===== config.mk =====
export PLATFORM = sky130hd
export DESIGN_NAME = serial_add_ctrl
export DESIGN_NICKNAME = d
export VERILOG_FILES = /design/src/rtl/alu_pkg.sv /design/src/rtl/fulladder.sv /design/src/rtl/serial_add_ctrl.sv
export SDC_FILE = /design/constraint.sdc
export NUM_CORES = 1
export LEC_CHECK = 0
export ABC_AREA = 1
export BUFFER_PORTS_ARGS = -buffer_cell sky130_fd_sc_hd__buf_2
export CAP_MARGIN = 20
export CORE_ASPECT_RATIO = 1.25
export CORE_MARGIN = 3
export CORE_UTILIZATION = 54
export DETAILED_ROUTE_END_ITERATION = 12
export PLACE_DENSITY_LB_ADDON = 0.12
export SYNTH_ARGS = -nofsm -noshare
export SYNTH_HDL_FRONTEND = slang
export SYNTH_SLANG_ARGS = --single-unit

===== constraint.sdc =====
create_clock -name clk -period 1.48 [get_ports clk]
set_clock_uncertainty 0.05 [all_clocks]
set_input_delay 0.296 -clock clk [delete_from_list [all_inputs] [get_ports clk]]
set_output_delay 0.296 -clock clk [all_outputs]
set_load 0.05 [all_outputs]

===== src/rtl/alu_pkg.sv =====
// Shared ALU definitions: sequencer state encoding and add/sub opcodes.
package alu_pkg;

    typedef enum logic [1:0] {
        ST_IDLE = 2'd0,
        ST_RUN  = 2'd1,
        ST_DONE = 2'd2
    } state_t;

    localparam logic OP_ADD = 1'b0;
    localparam logic OP_SUB = 1'b1;

endpackage


===== src/rtl/fulladder.sv =====
// One-bit full adder built from two half adders; the only arithmetic
// in the serial add path.
module halfadder (
    input  logic i_a,
    input  logic i_b,
    output logic o_s,
    output logic o_c
);
    assign o_s = i_a ^ i_b;
    assign o_c = i_a & i_b;
endmodule

module fulladder (
    input  logic i_a,
    input  logic i_b,
    input  logic i_c,
    output logic o_s,
    output logic o_c
);
    logic w_s0;
    logic w_c0;
    logic w_c1;

    halfadder u_ha0 (
        .i_a (i_a),
        .i_b (i_b),
        .o_s (w_s0),
        .o_c (w_c0)
    );

    halfadder u_ha1 (
        .i_a (w_s0),
        .i_b (i_c),
        .o_s (o_s),
        .o_c (w_c1)
    );

    assign o_c = w_c0 | w_c1;
endmodule


===== src/rtl/serial_add_ctrl.sv =====
// Bit-serial add/subtract sequencer: LSB first, one bit per clock,
// sharing a single full-adder cell across the whole operand width.
module serial_add_ctrl
    import alu_pkg::*;
#(
    parameter int WIDTH = 8
) (
    input  logic             clk,
    input  logic             rst,
    input  logic             start,
    input  logic             sub,
    input  logic [WIDTH-1:0] a,
    input  logic [WIDTH-1:0] b,
    output logic             busy,
    output logic             done,
    output logic [WIDTH-1:0] sum,
    output logic             c_out,
    output logic             ovf
);
    localparam int CW = $clog2(WIDTH) + 1;
    localparam logic [CW-1:0] LAST = CW'(WIDTH - 1);
    localparam logic [CW-1:0] ONE  = CW'(1);

    state_t           r_state;
    state_t           w_next;
    logic [WIDTH-1:0] r_a;
    logic [WIDTH-1:0] r_b;
    logic [WIDTH-1:0] r_res;
    logic             r_carry;
    logic [CW-1:0]    r_cnt;

    logic w_accept;
    logic w_last;
    logic w_s;
    logic w_c;

    assign w_accept = start &&
                      (r_state == ST_IDLE || r_state == ST_DONE);
    assign w_last   = (r_state == ST_RUN) && (r_cnt == LAST);

    fulladder u_fa (
        .i_a (r_a[0]),
        .i_b (r_b[0]),
        .i_c (r_carry),
        .o_s (w_s),
        .o_c (w_c)
    );

    always_ff @(posedge clk) begin
        if (rst) begin
            r_state <= ST_IDLE;
        end else begin
            r_state <= w_next;
        end
    end

    always_comb begin
        w_next = r_state;
        unique case (r_state)
            ST_IDLE: if (start)  w_next = ST_RUN;
            ST_RUN:  if (w_last) w_next = ST_DONE;
            ST_DONE: w_next = start ? ST_RUN : ST_IDLE;
            default: w_next = ST_IDLE;
        endcase
    end

    always_comb begin
        busy = (r_state == ST_RUN);
        done = (r_state == ST_DONE);
    end

    // Subtraction is a + ~b + 1: the +1 enters through the carry flop.
    always_ff @(posedge clk) begin
        if (rst) begin
            r_a     <= '0;
            r_b     <= '0;
            r_res   <= '0;
            r_carry <= 1'b0;
            r_cnt   <= '0;
            sum     <= '0;
            c_out   <= 1'b0;
            ovf     <= 1'b0;
        end else if (w_accept) begin
            r_a     <= a;
            r_b     <= (sub == OP_SUB) ? ~b : b;
            r_res   <= '0;
            r_carry <= (sub == OP_SUB);
            r_cnt   <= '0;
        end else if (r_state == ST_RUN) begin
            r_a     <= r_a >> 1;
            r_b     <= r_b >> 1;
            r_res   <= {w_s, r_res[WIDTH-1:1]};
            r_carry <= w_c;
            r_cnt   <= r_cnt + ONE;
            if (w_last) begin
                sum   <= {w_s, r_res[WIDTH-1:1]};
                c_out <= w_c;
                ovf   <= r_carry ^ w_c;
            end
        end
    end

endmodule


Yosys cells after proc, flatten, opt, wreduce, memory -nomap -nowiden. Cells that the tools add are included.

Flip-flop bits (word level): 41. Latch bits: 0. Bits in writable memories: 0. Bits in read-only memories: 0. Input bits: 20. Output and inout port bits: 12. Word-level logic and storage cells: 42. Memories: 0.

Add/subtract/negate cells: 1. Multiply operators: 0. Div/mod/pow operators: 0. Order comparisons: 0. Eq/ne operators: 5. Shifts and indexed selects: 0. Muxes and demuxes: 11. Bitwise gates (word level): 8. Reductions and logical operators: 8.

Operators with widths (count): 8-bit 2-to-1 mux (5); 8-bit inverter (1); 2-bit one-hot mux with 3 select lines (1); 4-bit by 1-bit adder with 4-bit output, second input constant (1); 4-bit by 3-bit == test with 1-bit output, second input constant (1); 2-bit 2-to-1 mux (2); 1-bit 2-to-1 mux (3); 3-bit AND reduction (1); 1-bit XOR (3); 1-bit bitwise AND (2); 2-bit by 1-bit == test with 1-bit output, second input constant (1); 2-bit == test, second input constant (1); 1-bit logical AND (2); 2-bit zero test (1); 2-bit by 1-bit != test with 1-bit output, second input constant (1); 2-bit != test, second input constant (1); 2-bit AND reduction (1); 2-bit nonzero test (1); 2-bit OR reduction (1); 1-bit logical OR (1); 1-bit inverter (1); 1-bit bitwise OR (1).

Depth between registers and ports, before layout.
Word-level depth: 5. Gate-level depth with buffers: 8. Depth with buffers taken out: 7.

By module. Synthesis repeated with hierarchy kept, for this count alone.

Cell total of the unflattened synthesis: 263. Area, all modules: 1784.2 µm².

By module, submodules not included: serial_add_ctrl (times used 1, cells an instance 258, area an instance 1747.9 µm², sequential area each 800.8 µm²); halfadder (times used 2, cells an instance 1, area an instance 12.5 µm², sequential area each 0.0 µm²); fulladder (times used 1, cells an instance 3, area an instance 11.3 µm², sequential area each 0.0 µm²).

Least setup slack after synthesis. OpenSTA, ideal clock, no wires.

Path kind: register -> output. Start point: register r_state[1]. End point: output done. Arrival: 1.161 ns. Required time: 1.134 ns. Slack: -0.027 ns. Stages on the path, launching flop included: 3. Buffers on the path: 0. Cells stage by stage: dfxtp_1 inv_2 nor2_1.

Word-level cells in the longest chain between the ends: 1.

Ends and longest elaborated chain: start: declaration (line serial_add_ctrl.sv:24) `state_t r_state;`; start signal: assignment (line serial_add_ctrl.sv:53) `r_state <= w_next;`; 2-bit == test (line serial_add_ctrl.sv:69) `done = (r_state == ST_DONE);`; end: declaration (line serial_add_ctrl.sv:15) `output logic done,`.

No other way between the ends.

Worst setup path in the final report.
Start point: register r_state[0]. End point: output busy.

Word-level cells in the longest chain between the ends: 1.

Ends and longest elaborated chain: 2-bit by 1-bit == test with 1-bit output (line serial_add_ctrl.sv:68) `busy = (r_state == ST_RUN);`; end: declaration (line serial_add_ctrl.sv:14) `output logic busy,`.

No other way between the ends.

==> key figures <==
Timing
  • Slew of the pin with the lowest slew margin: 0.312 ns
  • Worst max-slew margin expressed relative to the limit: 79.2%
  • Fin crit share: 96.1%
  • Final setup violation count: 0
  • Clock period minus worst slack: 1.42 ns
  • Worst Setup Slack, final: 0.0575 ns
  • F_max: 703 MHz
  • RSZ-0062 raised after global routing: true
  • Final hold viol count: 0
  • Max-slew violation count: 0

Pwr
  • Worst vdd ir: 0.778 mV
  • Power per standard cell area: 956 nW/µm²
  • Leakage: 1.03 nW

Detailed routing
  • DR vias/cell: 5.03
  • Violation count after the first detailed-route iteration: 78
  • Number of optimization iterations in the first detailed-route pass: 4
  • Wire length per cell after detailed routing: 11.0 µm
  • Vias after detailed routing: 1631
  • Number of routed nets with antenna violations: 0
  • Detailed Route WL: 3570 µm
  • Total DRC errors in the routed layout: 0

Clocking
  • Deepest level of the CTS H-tree: 2
  • Cell chosen for the clock root: sky130_fd_sc_hd__clkbuf_4
  • Clock latency on the worst-skew pair: 0.35 ns
  • Total CTS buffers: 5
  • TritonCTS clock tree: yes
  • TritonCTS Sinks: 40
  • Clock transition time at the flip-flop clock pins of the worst setup and hold paths: 0.11 ns
  • Bufs on Longest Clock Path: 2

Layout
  • Most common cell after layout, fill and taps aside: sky130_fd_sc_hd__nand2_1
  • FILL cells: 297
  • Commonest cells after routing, fill and taps aside: sky130_fd_sc_hd__nand2_1, sky130_fd_sc_hd__dfxtp_1, sky130_fd_sc_hd__inv_1, sky130_fd_sc_hd__buf_2, sky130_fd_sc_hd__nor2_1
  • Sequential cell area: 808 µm²
  • Share of cells above drive strength 1: 20.8%
  • Final antenna diode count: 0
  • Area overhead of the layout relative to synthesis: 15.6%
  • Area taken by multi-input logic gates: 802 µm²
  • Summed area of non-filler cells in the final layout: 2060 µm²
  • Net count, final: 310

Setup path
  • Worst Setup Path Type: reg -> out
  • Critical path's largest stage delay: 0.38 ns
  • Startpoint class of the critical path: register
  • Worst-path cell chain: inv_2 > nor2_8 > buf_8
  • Worst Path Buf+Inv: 2
  • CP required: 1.13 ns
  • Peak fanout along the critical path: 5
  • Setup slack of the worst register-to-register path: 0.16 ns
  • Data arrival, critical path: 1.08 ns
  • Critical path's slowest cell: sky130_fd_sc_hd__dfxtp_4
  • Largest delay share family, worst path: flip-flops
  • Setup crit end kind: output port

Global route
  • Final global-route overflow total: 0
  • Initial antenna violation count: 0
  • Pin count of the biggest net entering global routing: 17
  • Met2 demand-to-capacity share in global routing: 31.9%
  • Met3 capacity usage during global routing: 6.28%
  • Busiest layer in global routing: met2
  • Wire length of the first global-routing pass: 6130 µm
  • Via count of the first global-routing pass: 1439
  • GR Util All Layers: 19.3%
  • Met1 routing resource usage after global routing: 22.8%

Floorplanning
  • Initial core utilization: 58.4%
  • Die area: 4040 µm²
  • Core region area: 3060 µm²
  • Std-Cell Rows: 22
  • Number of top-level pins: 32
  • Die boundary width: 57.4 µm
  • Vert. Die Dim: 70.3 µm

Logic synthesis
  • #FFs+latches synth: 40
  • Synthesis warning total: 0
  • Mapped cell area: 1790 µm²
  • Post-synthesis cell count: 251
  • Mean post-synth cell area: 7.11 µm²
  • Nets in the synthesized netlist: 273
  • Synth cell types: 25
  • Sequential cell area fraction in the yosys report: 44.8%

Placement
  • Placed wire-length estimate: 2640 µm
  • I/O Buffers: 31
  • Routability congestion estimate: 0.754
  • Pre-CTS WS: 0.151 ns
  • Placed standard-cell area: 1980 µm²

Worst hold path
  • Type of the worst min-delay path: in -> reg

Run status
  • Status: finished, final reports clean

Job
  • Maximum capacitance violations: 0
[area by class of cell]
class	instances	share of cell area (%)
inverter	33	6.00
tap	36	2.18
timing repair buffer	40	11.6
sequential	40	39.2
clock buffer	6	2.00
multi-input combinational	168	38.8
clock inverter	1	0.242
[logic make-up after synthesis]
kind of cell / Yosys count / share of synthesized area [%]
adders and majority gates: 2 / 1.82
buffers and inverters: 43 / 10.5
xor gates and xnor gates: 1 / 0.491
AOI/OAI and AO/OA: 38 / 10.8
DFF: 40 / 44.8
and+or+nand+nor: 127 / 31.5
[path summary, 6_finish.rpt]
path | start | to | cells past startpoint
worst min-delay path | rst | r_a[0]$_SDFFE_PP0P_ | 2
worst min register to register | r_b[7]$_SDFFE_PP0P_ | r_b[7]$_SDFFE_PP0P_ | 2
worst max register to register | r_carry$_SDFFE_PP0P_ | ovf$_SDFFE_PP0P_ | 4
worst max-delay path | r_state[0]$_SDFFE_PP0P_ | busy | 3
[synth_stat cells]
cell	n	share of area, %
sky130_fd_sc_hd__a21oi_1	13	3.6
sky130_fd_sc_hd__buf_1	1	0.21
sky130_fd_sc_hd__buf_2	3	0.84
sky130_fd_sc_hd__buf_4	4	1.7
sky130_fd_sc_hd__buf_6	1	0.63
sky130_fd_sc_hd__clkbuf_1	1	0.21
sky130_fd_sc_hd__dfxtp_1	40	45
sky130_fd_sc_hd__fa_1	1	1.1
sky130_fd_sc_hd__ha_1	1	0.70
sky130_fd_sc_hd__inv_1	31	6.5
sky130_fd_sc_hd__inv_2	2	0.42
sky130_fd_sc_hd__nand2_1	58	12
sky130_fd_sc_hd__nand2_2	3	1.1
sky130_fd_sc_hd__nand2_4	2	1.3
sky130_fd_sc_hd__nand3_1	25	7.0
sky130_fd_sc_hd__nand3b_1	1	0.42
sky130_fd_sc_hd__nor2_1	29	6.1
sky130_fd_sc_hd__nor2_2	1	0.35
sky130_fd_sc_hd__nor2_8	1	1.1
sky130_fd_sc_hd__nor3_1	6	1.7
sky130_fd_sc_hd__o211ai_1	1	0.42
sky130_fd_sc_hd__o21ai_0	23	6.4
sky130_fd_sc_hd__o21ai_1	1	0.28
sky130_fd_sc_hd__or2_2	1	0.35
sky130_fd_sc_hd__xor2_1	1	0.49
[worst register-to-register path: cells and delay by family, from the launching register on]
family | cells | cell delay [ns]
AND/OR/NAND/NOR | 2 | 0.14
flip-flops | 1 | 0.37
XOR/XNOR | 1 | 0.17
adder cells (fa/ha/maj) | 1 | 0.50
[sequential cells by signal (all words and copies together) (netlist names)]
| signal | flops |
|---|---|
| r_b | 8 |
| r_res | 7 |
| r_carry | 1 |
| sum | 8 |
| r_a | 8 |
| r_cnt | 4 |
| ovf | 1 |
| c_out | 1 |
| r_state | 2 |
[layer usage]
layer  vias to the layer above  wire, µm
met4                         0        59
met3                         6       189
met5                         -         0
met2                        27      1730
met1                       737      1590
li1                        861         -
[through the flow]
step | hold WS [ns] | utilization [%] | cells | power (W) | TNS, ns
6_report | 0.126 | 67.6 | 324 | 0.00197 | 0
5_1_grt | 0.110 | 67.6 | 324 | 0.00210 | -0.00669
4_1_cts | 0.114 | 67.0 | 323 | 0.00200 | 0
3_5_place_dp | 0.405 | 64.9 | 316 | 0.00149 | 0
3_3_place_gp | 0.401 | 64.9 | 316 | 0.00148 | 0
2_1_floorplan | 0.315 | - | 251 | 0.00140 | 0
[timing repair]
| item | 4_1_cts | 5_1_grt |
|---|---|---|
| gates resized for setup | 7 | 3 |
| hold buffers | 0 | 0 |
| setup buffers | 0 | 1 |
| setup endpoints to repair | 2 | 5 |
[power by group]
part           internal, W  total (W)  switching [W]
sequential         0.00113    0.00116      0.0000331
clock             0.000175   0.000502       0.000327
combinational     0.000123   0.000307       0.000184
No activity file was read; power rests on OpenSTA's default activity.
